File: config.mk
export PLATFORM = sky130hd
export DESIGN_NAME = serial_mag_comparator
export DESIGN_NICKNAME = d
export VERILOG_FILES = /design/src/rtl/serial_mag_comparator.sv
export SDC_FILE = /design/constraint.sdc
export NUM_CORES = 1
export LEC_CHECK = 0
export CAP_MARGIN = 10
export CORE_MARGIN = 5
export CORE_UTILIZATION = 38
export CTS_CLUSTER_DIAMETER = 50
export DETAILED_ROUTE_END_ITERATION = 16
export DONT_BUFFER_PORTS = 1
export PLACE_DENSITY = 0.51
export SYNTH_ARGS = -nofsm -noshare
export SYNTH_HDL_FRONTEND = slang
export SYNTH_SLANG_ARGS = --single-unit
File: constraint.sdc
create_clock -name clk -period 2.05 [get_ports clk]
set_input_delay 0.41 -clock clk [delete_from_list [all_inputs] [get_ports clk]]
set_output_delay 0.41 -clock clk [all_outputs]
set_load 0.005 [all_outputs]
File: src/rtl/serial_mag_comparator.sv
// Bit-serial unsigned magnitude comparator, MSB first, with early exit
// on the first differing bit pair and a valid/ready result handshake.
module serial_mag_comparator #(
  parameter int WIDTH = 8
) (
  input  logic             clk,
  input  logic             rst,
  input  logic             in_valid,
  output logic             in_ready,
  input  logic [WIDTH-1:0] a,
  input  logic [WIDTH-1:0] b,
  output logic             out_valid,
  input  logic             out_ready,
  output logic             greater_than,
  output logic             less_than,
  output logic             equal_to,
  output logic             busy
);

  localparam int CW = $clog2(WIDTH);

  typedef enum logic [1:0] {
    IDLE,
    SHIFT,
    HOLD
  } state_t;

  typedef enum logic [1:0] {
    D_EQ,
    D_GT,
    D_LT
  } dec_t;

  state_t         state;
  dec_t           dec;
  logic [WIDTH-1:0] a_sr;
  logic [WIDTH-1:0] b_sr;
  logic [CW-1:0]  cnt;

  logic a_bit;
  logic b_bit;

  assign a_bit = a_sr[WIDTH-1];
  assign b_bit = b_sr[WIDTH-1];

  always_ff @(posedge clk) begin
    if (rst) begin
      state        <= IDLE;
      dec          <= D_EQ;
      a_sr         <= '0;
      b_sr         <= '0;
      cnt          <= '0;
      in_ready     <= 1'b1;
      busy         <= 1'b0;
      out_valid    <= 1'b0;
      greater_than <= 1'b0;
      less_than    <= 1'b0;
      equal_to     <= 1'b0;
    end else begin
      unique case (state)
        IDLE: begin
          if (in_valid) begin
            a_sr     <= a;
            b_sr     <= b;
            cnt      <= CW'(WIDTH - 1);
            dec      <= D_EQ;
            state    <= SHIFT;
            in_ready <= 1'b0;
            busy     <= 1'b1;
          end
        end
        SHIFT: begin
          a_sr <= a_sr << 1;
          b_sr <= b_sr << 1;
          // Stop on first difference; otherwise the LSB closes as equal.
          if (a_bit && !b_bit) begin
            dec          <= D_GT;
            state        <= HOLD;
            busy         <= 1'b0;
            out_valid    <= 1'b1;
            greater_than <= 1'b1;
          end else if (!a_bit && b_bit) begin
            dec       <= D_LT;
            state     <= HOLD;
            busy      <= 1'b0;
            out_valid <= 1'b1;
            less_than <= 1'b1;
          end else if (cnt == '0) begin
            dec       <= D_EQ;
            state     <= HOLD;
            busy      <= 1'b0;
            out_valid <= 1'b1;
            equal_to  <= 1'b1;
          end else begin
            cnt <= cnt - 1'b1;
          end
        end
        HOLD: begin
          if (out_ready) begin
            state        <= IDLE;
            in_ready     <= 1'b1;
            out_valid    <= 1'b0;
            greater_than <= 1'b0;
            less_than    <= 1'b0;
            equal_to     <= 1'b0;
          end
        end
        default: begin
          state        <= IDLE;
          in_ready     <= 1'b1;
          busy         <= 1'b0;
          out_valid    <= 1'b0;
          greater_than <= 1'b0;
          less_than    <= 1'b0;
          equal_to     <= 1'b0;
        end
      endcase
    end
  end

endmodule

==> flow_summary.json <==
{
  "wire_per_inst_um": 14.2,
  "drt_pre_antenna_iters": 4,
  "viasPerCell": 5.17,
  "setup_total_negative_slack_ps": 0,
  "synth_cell_types": 30,
  "max_cap_violations": 0,
  "synth_area_um2": 1280,
  "cp_slowest_cell": "sky130_fd_sc_hd__dfxtp_1",
  "clock_sink_count": 27,
  "final_max_slew_viol_count": 0,
  "flop_and_latch_count_out_of_synthesis": 27,
  "num-fill-cells": 356,
  "synth.largest_area_cell": "sky130_fd_sc_hd__dfxtp_1",
  "worst-r2r-setup-slack_ps": 450,
  "synth_area_per_cell_um2": 9.72,
  "regToRegStartpoint": "state[0]",
  "layout.nets": 151,
  "timing.fmax_ghz": 0.626,
  "synthArstFlopShare": 0,
  "layout-area-overhead-vs-synth_pct": -0.292,
  "num_rows": 21,
  "floorplan.io_pins": 26,
  "num_antenna_cells": 0,
  "min_from": "rst",
  "worst_ep_arrival_time_ps": 1840,
  "max-vdd-ir-drop_mv": 0.239,
  "drc_errors": 0,
  "worst_clock_skew_ps": 7.77,
  "yosys.cell_count.top_type": "sky130_fd_sc_hd__dfxtp_1",
  "worst_hold_path.endpoint": "a_sr[0]",
  "design.die.area_um2": 4640,
  "cts_buffer_depth": 2,
  "cp_top_family": "compound AO/OA/AOI/OAI gates",
  "post-cts-setup-buffers": 0,
  "cts-buffers-inserted": 3,
  "detailroute.via_count": 889,
  "detail-route-antenna-nets": 0,
  "grt_setup_unrepaired": "no",
  "static_leakage_nw": 0.550,
  "timing_hold_violations_final": 0,
  "timing.critical_path.cells": "o21ba_2, nor2_1, a211oi_1",
  "finalCriticalPeriod_ps": 1600,
  "status": "finished clean",
  "path_class": "flop to flop",
  "buffer_ports.inserted": 0,
  "post_route_cells_drive_above_1_share": 0.0635,
  "critical_path.reg2reg.endpoint": "b_sr[5]",
  "synth_top_cell_area_share": 0.421,
  "timing.slew.headroom": 0.647,
  "netlist_top_cells_count": "sky130_fd_sc_hd__dfxtp_1, sky130_fd_sc_hd__nor2_1, sky130_fd_sc_hd__a211oi_1",
  "cts-root-buf": "sky130_fd_sc_hd__clkbuf_4",
  "place_congestion": 0.771,
  "cts_resized": 0,
  "stdcell_count": 172,
  "required_arrival_time_at_the_worst_endpoint_ps": 2290,
  "worst_hold_path_type": "primary input to flop",
  "setup.worst_path.start_class": "flop",
  "post_synth_main_area_contributors": "sky130_fd_sc_hd__dfxtp_1, sky130_fd_sc_hd__mux2i_1, sky130_fd_sc_hd__a211oi_1, sky130_fd_sc_hd__nor2_1, sky130_fd_sc_hd__ha_1",
  "minimum_setup_slack_in_the_final_design_ps": 452,
  "placed_cells": 168,
  "finish.instance_area_um2": 1280,
  "cts_tree": "done",
  "holdBufCountCts": 0,
  "grt_use_total": 0.117,
  "clock_latency_ps": 330,
  "worst-path-buf-inv": 0,
  "r2r_cells": 3,
  "finalCritPeriodShare": 0.780,
  "synth-seq-area-share": 0.421,
  "path_max_fanout": 28,
  "worst_setup_path_end_kind": "flop",
  "grt_start_max_net_pins": 29,
  "synthesis.nets": 156,
  "multi_input_comb_area_um2": 616,
  "hpwlAfterDp_um": 1720,
  "post_dp_cell_area_um2": 1250,
  "cts.clk_slew.worst_paths_ps": 150,
  "worstHoldPathCells": 1,
  "die_h_um": 68.1,
  "via_count_of_the_first_global_routing_pass": 907,
  "synth-main-ff-cell": "sky130_fd_sc_hd__dfxtp_1",
  "die-width_um": 68.1,
  "p_per_area_nw_per_um2": 898,
  "slowest_delay_ps": 630,
  "drt_first_iter_violations": 75,
  "number_of_setup_violations_in_the_final_report": 0,
  "layout.area.seq_um2": 541,
  "first_pass_grt_wire_length_um": 4090,
  "htreeDepth": 1,
  "pre_cts_ws_ps": 476,
  "route.final.wire_length_um": 2440,
  "initial_antenna_violation_count": 0,
  "postLayoutCoreUtil": 0.386,
  "floorplan.initialDensity": 0.387,
  "number_of_standard_cells_after_synthesis": 132,
  "core_um2": 3310,
  "grt.overflow.total": 0,
  "ys.warnings.count": 0,
  "tightest_slew_ps": 530,
  "synth_enable_flop_cells": 0
}
flip-flops by register name, indices dropped and copies added, names as in the netlist:
register	flops
less_than	1
greater_than	1
a_sr	8
b_sr	8
in_ready	1
cnt	3
state	2
equal_to	1
busy	1
out_valid	1
stage by stage:
stage                     power [W]  hold WS [ps]
after floorplan            0.000919           464
after global placement     0.000923           481
after detailed placement   0.000930           486
after CTS                   0.00117           116
after global routing        0.00123           102
final                       0.00115           127
cell families (layout without fill, tap and decap cells):
logic type                 after synthesis  in the layout  synth area share
AOI/OAI and AO/OA                       34             34             0.193
and+or+nand+nor                         33             33             0.139
adders and majority gates                4              4            0.0390
DFF                                     27             27             0.421
buffers and inverters                   20             14            0.0985
muxes                                   14             14             0.109
worst register-to-register path: stages (launching register included):
cell and delay [ps]:
sky130_fd_sc_hd__dfxtp_1 630, sky130_fd_sc_hd__o21ba_2 570, sky130_fd_sc_hd__nor2_1 80, sky130_fd_sc_hd__a211oi_1 240
routing by layer:
metal  wire (um)  vias up  track usage
met1        1110      408        0.137
met2        1100       20        0.190
met5           0        -            0
li1            -      457            -
met3         206        4       0.0493
met4          29        0       0.0447
placed cells by master, fill, tap and decap left out, drive strengths merged:
cell type / netlist / routed
a211oi: 18 / 18
a21oi: 3 / 3
a22oi: 2 / 2
a31oi: 3 / 3
and2: 1 / 1
clkbuf: 2 / 3
clkinv: 0 / 1
dfxtp: 27 / 27
ha: 4 / 4
inv: 10 / 10
mux2i: 14 / 14
nand2b: 1 / 1
nor2: 20 / 20
nor2b: 2 / 2
nor3: 5 / 5
nor3b: 3 / 3
o21a: 2 / 2
o21ai: 1 / 1
o21ba: 2 / 2
o21bai: 2 / 2
o32ai: 1 / 1
or3: 1 / 1
where the power goes:
group / switching [W] / internal [W]
Combinational: 0.000146 / 0.000123
Sequential: 0.0000502 / 0.000595
Clock: 0.000161 / 0.0000732
worst max-delay path by stage:
stage | startpoint | to | depth (start not counted)
after global routing | state[0] | b_sr[6] | 3
after floorplan | cnt[0] | cnt[1] | 6
after global placement | state[0] | b_sr[5] | 3
final | state[0] | b_sr[5] | 3
after CTS | state[0] | a_sr[5] | 3
after detailed placement | state[0] | a_sr[5] | 3
area by class of cell:
type	count	share of cell area
multi-input combinational	85	0.481
sequential	27	0.423
tap	46	0.0450
inverter	10	0.0294
clock buffer	3	0.0176
clock inverter	1	0.00391
Power figures use the tool's default switching activity.
==> patch: new RTL, same settings <==
Change the parameter `WIDTH` from 8 to 16.
--- a/src/rtl/serial_mag_comparator.sv
+++ b/src/rtl/serial_mag_comparator.sv
@@ -3,3 +3,3 @@
 module serial_mag_comparator #(
-  parameter int WIDTH = 8
+  parameter int WIDTH = 16
 ) (
Ports: changed (resized a and b); port bits go from 26 to 42. No check against the original RTL was run, so the function may have changed too.
==> patch against the original RTL <==
  * Total power grew 84%
  * Cell area grew 71%
  * Area after synthesis grew 60%
  * Routed wire length grew 75%
  * Non-clock buffer count grew 6
  * Sequential cell count grew 17
  * Worst setup slack lost 180 ps
  * Critical path depth grew 2
  * Count of clock-buffer cells in the layout grew 3
  * Worst hold slack gained 55 ps
  * Largest power group unchanged
  * Sequential share of layout area shrank 1.9 points
  * Highest routed layer unchanged
==> patch: results (changes against the original RTL) <==
outcome: finished, final reports clean
H-tree levels: 2 (+1)
worst r2r path cells: 5 (+2)
total number of vias: 1497 (+68%)
Post-DP HPWL: 3060 um (+79%)
WL met3: 183 um (-11%)
Layout Nets: 248 (+64%)
first-pass GRT wire length: 7220 um (+77%)
routed wl met2: 2140 um (+95%)
dpl ws: 297 ps (-179 ps)
share of the synthesized area in the top cell type: 0.431 (+0.00912)
WL met1: 1870 um (+69%)
clock slew at reported path FFs: 80 ps (-70 ps)
worst hold path endpoint: cnt[3]
GPL Wtd Cong: 0.738 (-4.3%)
Unique masters post-synth: 34 (+13%)
cell types with the highest counts after synthesis: dfxtp_1, nor2_1, a211oi_1, mux2i_1, a21oi_1
layout cells sized above 1: 0.110 (+0.0460)
Reg2Reg Setup Slack: 270 ps (-180 ps)
Worst Clk Skew: 6.25 ps (-1.51 ps)
CP Max Fanout: 6 (-79%)
Max IR drop VDD: 0.413 mV (+73%)
CTS Buf Count: 5 (+2)
Iter 0 DRT Violations: 49 (-35%)
Leak Pwr: 0.965 nW (+75%)
[patch: how the worst max path moves through the flow]
stage | depth (start not counted) | startpoint | to | slack [ps]
finish | 5 | a_sr[15] | cnt[3] | 270
global route | 5 | a_sr[15] | cnt[3] | 100
CTS | 5 | a_sr[15] | cnt[3] | 270
detailed placement | 5 | a_sr[15] | cnt[3] | 300
global placement | 5 | a_sr[15] | cnt[3] | 450
floorplan | 5 | a_sr[15] | cnt[3] | 500
[patch: per-layer routing]
layer  GRT usage  up-vias
met1       0.148      705
met4      0.0401        0
li1            -      756
met5           0        -
met3      0.0465        7
met2       0.216       29
[patch: cell families after synthesis]
logic type	synth area share
muxes	0.147
and+or+nand+nor	0.136
AOI/OAI and AO/OA	0.199
buffers and inverters	0.0697
adders and majority gates	0.0184
DFF	0.431
[patch: power breakdown]
group	switching (mW)	internal (mW)	total, mW	leakage [nW]
logic	0.265	0.226	0.491	0.549
clock network	0.292	0.269	0.561	0.0510
registers	0.0779	0.979	1.06	0.365
[patch: through the flow]
stage	area [um2]	total power [mW]	std cells
2_1_floorplan	2050	1.49	215
3_3_place_gp	2090	1.54	272
3_5_place_dp	2090	1.57	272
4_1_cts	2180	2.13	280
5_1_grt	2180	2.24	280
6_report	2180	2.11	280
[patch: layout make-up]
class | count | area [um2]
timing repair buffer | 6 | 57.6
clock inverter | 2 | 10.0
fill | 517 | 2990
tap | 70 | 87.6
sequential | 44 | 881
inverter | 10 | 37.5
clock buffer | 6 | 82.6
multi-input combinational | 142 | 1020
[patch: critical path, stage by stage (launching register included)]
cell and delay [ps]:
dfxtp_1 360, inv_1 50, ha_1 240, nor4b_4 410, a21oi_1 220, a2111oi_2 400
